### src/rtl/clock_divider_prog_if.sv
// Purpose : control/status bundle for clock_divider_prog (enable, ratio load handshake, divided outputs).
// Latency : pure wiring, no storage.
// Backpressure: div_load is only taken while div_ready is high; the master must hold div_in/div_load until then.
//
// Signals:
//   en        master->slave  run enable
//   div_in    master->slave  requested divide ratio
//   div_load  master->slave  div_in valid
//   div_ready slave->master  no ratio update pending
//   div_cur   slave->master  ratio currently in effect
//   clk_out   slave->master  divided clock
//   tick      slave->master  one-cycle pulse on each clk_out rising transition
interface clock_divider_prog_if #(
  parameter int WIDTH = 8
);
  logic             en;
  logic [WIDTH-1:0] div_in;
  logic             div_load;
  logic             div_ready;
  logic [WIDTH-1:0] div_cur;
  logic             clk_out;
  logic             tick;

  modport master (
    output en, div_in, div_load,
    input  div_ready, div_cur, clk_out, tick
  );

  modport slave (
    input  en, div_in, div_load,
    output div_ready, div_cur, clk_out, tick
  );
endinterface

### src/rtl/clock_divider_prog.sv
// Purpose : programmable integer clock divider, clk_out period = N clk_in cycles, ceil(N/2) high / floor(N/2) low.
// Latency : clk_out/tick rise one cycle after en is first sampled high; new ratios take effect at the next period boundary.
// Backpressure: one pending ratio at a time; div_ready low while it waits, further div_load pulses are dropped.
//
// Ports:
//   clk_in  sole clock (rising edge; one falling-edge flop when CLK_DIV_ODD_DUTY_EN is defined)
//   rst     synchronous active-high reset
//   bus     clock_divider_prog_if.slave (en, div_in, div_load, div_ready, div_cur, clk_out, tick)
//
// Optional build macro CLK_DIV_ODD_DUTY_EN: for odd N, clk_out is trimmed by half a cycle using a
// falling-edge copy of the high flag, giving exactly 50% duty. Undefined: rising-edge logic only.
module clock_divider_prog #(
  parameter int WIDTH     = 8,
  parameter int DIV_RESET = 2
) (
  input logic                 clk_in,
  input logic                 rst,
  clock_divider_prog_if.slave bus
);

  localparam logic [WIDTH-1:0] ONE = WIDTH'(1);
  localparam logic [WIDTH-1:0] TWO = WIDTH'(2);

  typedef enum logic [1:0] {
    S_IDLE = 2'd0,
    S_HIGH = 2'd1,
    S_LOW  = 2'd2
  } state_t;

  state_t           state, state_nxt;
  logic [WIDTH-1:0] cnt, cnt_nxt;
  logic [WIDTH-1:0] div_q;
  logic [WIDTH-1:0] pend_q;
  logic             pend_vld;
  logic             high_q, high_nxt;
  logic             tick_q, tick_nxt;
  logic             apply_pend;
  logic [WIDTH:0]   hi_len;
  logic [WIDTH-1:0] hi_last;
  logic [WIDTH-1:0] last_cnt;
  logic [WIDTH-1:0] div_clamped;

  // High phase covers counts 0 .. ceil(N/2)-1; one extra bit so N = 2^WIDTH-1 does not overflow.
  assign hi_len      = ({1'b0, div_q} + (WIDTH+1)'(1)) >> 1;
  assign hi_last     = hi_len[WIDTH-1:0] - ONE;
  assign last_cnt    = div_q - ONE;
  assign div_clamped = (bus.div_in < TWO) ? TWO : bus.div_in;

  always_comb begin
    state_nxt  = state;
    cnt_nxt    = cnt;
    apply_pend = 1'b0;
    case (state)
      S_IDLE: begin
        cnt_nxt    = '0;
        // Nothing is running, so a pending ratio can be adopted straight away.
        apply_pend = pend_vld;
        if (bus.en) begin
          state_nxt = S_HIGH;
        end
      end
      S_HIGH: begin
        cnt_nxt = cnt + ONE;
        if (cnt == hi_last) begin
          state_nxt = S_LOW;
        end
      end
      S_LOW: begin
        if (cnt == last_cnt) begin
          // Period boundary: en is only honoured here so phases are never truncated.
          cnt_nxt    = '0;
          state_nxt  = bus.en ? S_HIGH : S_IDLE;
          apply_pend = pend_vld;
        end else begin
          cnt_nxt = cnt + ONE;
        end
      end
      default: begin
        state_nxt = S_IDLE;
        cnt_nxt   = '0;
      end
    endcase
    high_nxt = (state_nxt == S_HIGH);
    // Every entry into HIGH comes from IDLE or LOW, so this is exactly the clk_out rising cycle.
    tick_nxt = (state_nxt == S_HIGH) && (state != S_HIGH);
  end

  always_ff @(posedge clk_in) begin
    if (rst) begin
      state    <= S_IDLE;
      cnt      <= '0;
      high_q   <= 1'b0;
      tick_q   <= 1'b0;
      div_q    <= WIDTH'(DIV_RESET);
      pend_q   <= '0;
      pend_vld <= 1'b0;
    end else begin
      state  <= state_nxt;
      cnt    <= cnt_nxt;
      high_q <= high_nxt;
      tick_q <= tick_nxt;
      // apply and accept are mutually exclusive: accept needs pend_vld low, apply needs it high.
      // A load accepted on a boundary edge is therefore held for the following boundary.
      if (apply_pend) begin
        div_q    <= pend_q;
        pend_vld <= 1'b0;
      end else if (bus.div_load && !pend_vld) begin
        pend_q   <= div_clamped;
        pend_vld <= 1'b1;
      end
    end
  end

`ifdef CLK_DIV_ODD_DUTY_EN
  logic high_neg;

  // Half-cycle delayed high flag; ANDing it in trims the leading half cycle of the high phase.
  always_ff @(negedge clk_in) begin
    if (rst) begin
      high_neg <= 1'b0;
    end else begin
      high_neg <= high_q;
    end
  end

  assign bus.clk_out = div_q[0] ? (high_q & high_neg) : high_q;
`else
  assign bus.clk_out = high_q;
`endif

  assign bus.tick      = tick_q;
  assign bus.div_ready = !pend_vld;
  assign bus.div_cur   = div_q;

endmodule

### src/flat_wrapper.sv
// flat-port wrapper written by rule: the top's interface ports become plain ports
module clock_divider_prog_flat 
#(
  parameter int WIDTH     = 8,
  parameter int DIV_RESET = 2
)
  (clk_in, rst, bus_en, bus_div_in, bus_div_load, bus_div_ready, bus_div_cur, bus_clk_out, bus_tick);
  clock_divider_prog_if #(.WIDTH(WIDTH)) bus_i ();
  input logic clk_in;
  input logic rst;
  input wire logic [$bits(bus_i.en)-1:0] bus_en;
  input wire logic [$bits(bus_i.div_in)-1:0] bus_div_in;
  input wire logic [$bits(bus_i.div_load)-1:0] bus_div_load;
  output wire logic [$bits(bus_i.div_ready)-1:0] bus_div_ready;
  output wire logic [$bits(bus_i.div_cur)-1:0] bus_div_cur;
  output wire logic [$bits(bus_i.clk_out)-1:0] bus_clk_out;
  output wire logic [$bits(bus_i.tick)-1:0] bus_tick;
  assign bus_i.en = bus_en;
  assign bus_i.div_in = bus_div_in;
  assign bus_i.div_load = bus_div_load;
  assign bus_div_ready = bus_i.div_ready;
  assign bus_div_cur = bus_i.div_cur;
  assign bus_clk_out = bus_i.clk_out;
  assign bus_tick = bus_i.tick;
  clock_divider_prog #(.WIDTH(WIDTH), .DIV_RESET(DIV_RESET)) u_core (.clk_in(clk_in), .rst(rst), .bus(bus_i));
endmodule
### config.mk
export PLATFORM = sky130hd
export DESIGN_NAME = clock_divider_prog_flat
export DESIGN_NICKNAME = d
export VERILOG_FILES = /design/src/rtl/clock_divider_prog_if.sv /design/src/rtl/clock_divider_prog.sv /design/src/flat_wrapper.sv
export SDC_FILE = /design/constraint.sdc
export NUM_CORES = 1
export LEC_CHECK = 0
export BUFFER_PORTS_ARGS = -buffer_cell sky130_fd_sc_hd__buf_4
export CORE_UTILIZATION = 40
export CTS_CLUSTER_DIAMETER = 60
export DETAILED_ROUTE_END_ITERATION = 10
export GPL_ROUTABILITY_DRIVEN = 0
export PLACE_DENSITY = 0.57
export SETUP_SLACK_MARGIN = 0.05
export SYNTH_ARGS = -nofsm -noshare
export SYNTH_HDL_FRONTEND = slang
export SYNTH_SLANG_ARGS = --single-unit
export TNS_END_PERCENT = 1
### constraint.sdc
create_clock -name clk_in -period 6.1 [get_ports clk_in]
set_input_delay 0.305 -clock clk_in [delete_from_list [all_inputs] [get_ports clk_in]]
set_output_delay 0.305 -clock clk_in [all_outputs]
set_load 0.05 [all_outputs]
# Yosys cells after proc, flatten, opt, wreduce, memory -nomap -nowiden
# Index checks and enable logic that the tools add are counted.
[totals]
rom_bits = 0
ram_bits = 0
register_bits = 29
latch_bits = 0
mem_count = 0
elab_cells = 35
out_inout_bits = 11
[op_classes]
magnitude_cmp = 1
bitwise_logic = 1
muxes = 10
div = 0
n_reduce_logical = 6
addsub = 4
n_shift = 0
multipliers = 0
eq_ne = 6
[op_table]
columns = ["operator", "n"]
rows = [
  ["$eq 8x8->1", 2],
  ["$mux 8", 2],
  ["$pmux 8 s2", 1],
  ["$sub 8x1->8 const B", 2],
  ["$add 8x1->9 const B", 1],
  ["$add 8x1->8 const B", 1],
  ["$lt 8x2->1 const B", 1],
  ["$mux 2", 3],
  ["$pmux 2 s3", 1],
  ["$eq 2x1->1 const B", 2],
  ["$eq 2x2->1 const B", 1],
  ["$logic_and 1x1->1", 2],
  ["$logic_not 2->1", 1],
  ["$mux 1", 2],
  ["$ne 2x1->1 const B", 1],
  ["$pmux 1 s2", 1],
  ["$reduce_and 2->1", 1],
  ["$reduce_or 2->1", 1],
  ["$logic_not 1->1", 1],
  ["$not 1->1", 1],
]

# Longest topological paths before layout
[depth]
word_depth = 7
depth_mapped = 12

# Least setup slack after synthesis
# No wires, ideal clock.
[synth_path]
kind = "register -> register"
from = "register u_core.div_q[0] (netlist: u_core.bus.div_cur[0])"
to = "register u_core.div_q[1] (netlist: u_core.bus.div_cur[1])"
t_arrival_ns = 2.792
stages_incl_launch_ff = 12
setup_slack_ns = 3.188
required_ns = 5.980
n_path_buf = 3
synth_period_minus_slack_ns = 2.912
setup_time_ns = 0.120
path_cell_list = "dfxtp_1 > clkbuf_1 > inv_1 > ha_1 > clkbuf_1 > xor2_1 > nand2_1 > nor4_1 > nand3_1 > o31a_1 > buf_6 > a211o_1"
[synth_via]
elab_chain_cells = 4
[synth_lines]
columns = ["item", "line", "source"]
rows = [
  ["start, declared", "clock_divider_prog.sv:32", "logic [WIDTH-1:0] div_q;"],
  ["start signal, assigned", "clock_divider_prog.sv:94", "div_q <= WIDTH'(DIV_RESET);"],
  ["start signal, assigned", "clock_divider_prog.sv:105", "div_q <= pend_q;"],
  ["$sub 8x1->8", "clock_divider_prog.sv:46", "assign last_cnt = div_q - ONE;"],
  ["$eq 8x8->1", "clock_divider_prog.sv:69", "if (cnt == last_cnt) begin"],
  ["$mux 1", "clock_divider_prog.sv:69", ""],
  ["$pmux 1 s2", "clock_divider_prog.sv:53", "case (state)"],
]
# Every way passes these cells.
# A chain may end at the register's enable or synchronous reset.

# Worst setup path after layout
[layout_path]
from = "register u_core.div_q[0] (netlist: u_core.bus.div_cur[0])"
to = "register u_core.cnt[3]"
[layout_via]
elab_chain_cells = 4
[layout_lines]
columns = ["item", "line", "source"]
rows = [
  ["$sub 8x1->8", "clock_divider_prog.sv:46", ""],
  ["$eq 8x8->1", "clock_divider_prog.sv:69", ""],
  ["$mux 8", "clock_divider_prog.sv:69", ""],
  ["$pmux 8 s2", "clock_divider_prog.sv:53", ""],
  ["end signal, assigned", "clock_divider_prog.sv:99", "cnt <= cnt_nxt;"],
  ["end, declared", "clock_divider_prog.sv:31", "logic [WIDTH-1:0] cnt, cnt_nxt;"],
]
# Every way passes these cells.

==> run metrics <==
status=finished, final reports clean; vias in the first global route=1741; worst-path maximum fanout=14; WL final=roughly 4.8 mm; Nets=305; WL/cell=around 14 um; fin crit period=2.81 ns; register bit total from synthesis=29; Async SR Flop Fraction=0%; syn avg cell area=7.60 um^2; Hold Startpoint=bus_div_in[0]; unrepaired setup endpoints after global routing=false; share of cells above drive strength 1=11.9%; Hold Vio Cnt, Final=0; CTS tree=done; leading cell type in the layout, fill and taps excluded=nor2_1; GRT Util Overall=slightly below 20%; IO Count=23; Worst Tran Pin Value=0.668 ns; Syn Nets=295; synth-to-layout area growth=13.4%; latest clock arrival within the worst-skew pair=roughly 0.28 ns; number of buffers created by CTS=5; Clock Path Buffers=2; DRC=0; vias=1918; Starting Density=between 40 and 50%; Setup WS pre-CTS=3.34 ns; initial antenna violation count=0; sequential share of the synthesized area=27.8%; # fillers=about 520; hold depth=3; HP Class=in -> reg; post-synth cell types=47; Clock transition at path regs=0.07 ns; DRT antenna net count=0; Max-Cap Viols=0; Die Span X=~74 um; Mapped Area=around 2100 um^2; first-pass GRT wire length=between 8 and 9 mm; Slew HR=a little under three fifths; Worst Skew=between 0.006 and 0.007 ns; Final Max Slew Viols=0; Chip Height=74.3 um; CTS Sinks=29; # diodes=0; Placement Rows=25; crit start category=register; global route overflow=0; EDFF count, synth=0; DR vias/cell=5.43; Port Buffers=22; Die Footprint=5520 um^2; area of the multi-input gates=1370 um^2; Peak Freq=~360 MHz; storage element area=581 um^2; DR pass1 iterations=4; CP Class=reg -> reg; Worst Path Required=6.26 ns; main flop type after synthesis=dfxtp_1; Post-CTS Hold Fix Bufs=0; DRT iter0 DRCs=129; H-tree levels=2; CTS Root Cell=clkbuf_8; Peak VDD IR=about 0.00015 V; R2R Path Start=u_core.bus.div_cur[0]; arrival time worst endpoint=approximately 3 ns; Yosys warning total=0; Cells after Synth=between 200 and 300; endpoints failing setup=0; period utilization=46.0%; leakage=0.949 nW; worst reg2reg path depth=9; setup ws final=3.29 ns; Crit. End Element=register; worst reg2reg setup slack=3.29 ns; Post-CTS Resized=0; Post-CTS Setup Inserts=0; total core area=4880 um^2; WHS Endpoint=u_core.pend_q[0]; most frequent cells in the layout=31 x nor2_1, 29 x nand2_1, 29 x dfxtp_1; largest net degree at the start of global routing=20; TNS Setup=0 ns; capture point of the worst reg-to-reg path=u_core.cnt[3]; hpwl dp=3.56 mm; power density cells=267 nW/um^2
## synthesized netlist by cell type (all sizes together) (4+ instances only)
library cell | instances | area, um^2
and3 | 4 | 25.0
and2 | 5 | 31.3
xor2 | 12 | 105
nor3 | 7 | 35.0
o31ai | 5 | 42.5
dfxtp | 29 | 581
ha | 8 | 100
buf | 4 | 32.5
nand2 | 29 | 109
nor2 | 31 | 116
xnor2 | 19 | 166
nand3 | 13 | 65.1
a21oi | 18 | 90.1
inv | 13 | 48.8
clkbuf | 15 | 56.3
nand4 | 8 | 50.1
o211ai | 4 | 30.0
mux2i | 7 | 70.1
## cell type report
type,instances,share of cell area (%)
clock inverters,2,1.58
multi-input cells,214,57.9
repair buffers,22,6.97
clock buffers,6,3.48
flip-flops and latches,29,24.5
well taps,67,3.54
inverters,13,2.06
## flip-flops by register name (all words and copies together) (netlist names)
signal              cells
u_core.bus.div_cur      8
u_core.pend_vld         1
u_core.bus.clk_out      1
u_core.state            2
u_core.pend_q           8
u_core.cnt              8
u_core.bus.tick         1
## layer usage
metal | wire length, um | part of all wire (%) | GRT usage, % | vias to the layer above
li1 | - | - | - | 991
met1 | 2410 | 50 | 26.9 | 894
met2 | 2190 | 45 | 30.6 | 27
met3 | 143 | 3.0 | 4.07 | 6
met4 | 74 | 1.5 | 6.92 | 0
met5 | 0 | 0 | 0 | -
## metrics by stage
step                      util (%)  power [mW]  cell area [um^2]  instances  hold slack [ns]
after floorplan                  -       0.379              2090        275            0.436
after global placement        46.1       0.426              2250        345            0.447
after detailed placement      46.1       0.425              2250        345            0.451
after CTS                     48.6       0.640              2370        353            0.261
after global routing          48.6       0.672              2370        353            0.264
final                         48.6       0.634              2370        353            0.261
## worst max-delay path by stage
stage | startpoint | end | slack [ns] | cells past startpoint
finish | u_core.bus.div_cur[0] | u_core.cnt[3] | 3.29 | 9
global route | u_core.bus.div_cur[0] | u_core.cnt[3] | 2.97 | 9
CTS | u_core.bus.div_cur[0] | u_core.cnt[3] | 3.33 | 9
detailed placement | u_core.bus.div_cur[0] | u_core.cnt[3] | 3.34 | 9
global placement | u_core.bus.div_cur[0] | u_core.bus.div_cur[1] | 3.35 | 8
floorplan | u_core.bus.div_cur[0] | u_core.bus.div_cur[1] | 3.19 | 11
## kinds of logic after synthesis
logic type / after synthesis / synth area share [%]
xor+xnor: 31 / 13.0
buf+inv: 32 / 6.59
mux: 7 / 3.35
fa+ha+maj: 8 / 4.79
flops: 29 / 27.8
simple gates: 115 / 27.0
compound gates: 53 / 17.5
## where the power goes
part / switching [mW] / internal (mW)
clock: 0.0793 / 0.133
combinational: 0.118 / 0.0779
sequential: 0.0204 / 0.205
## worst max-delay path: stages (launching register included)
cell and delay (ns):
dfxtp_1 0.60, inv_1 0.09, ha_1 0.43, xor2_1 0.17, nand2_1 0.08, nor4_1 0.32
o2111ai_1 0.30, a21oi_1 0.26, or3b_1 0.36, nor2_1 0.09
(Power assumes the default switching activity.)
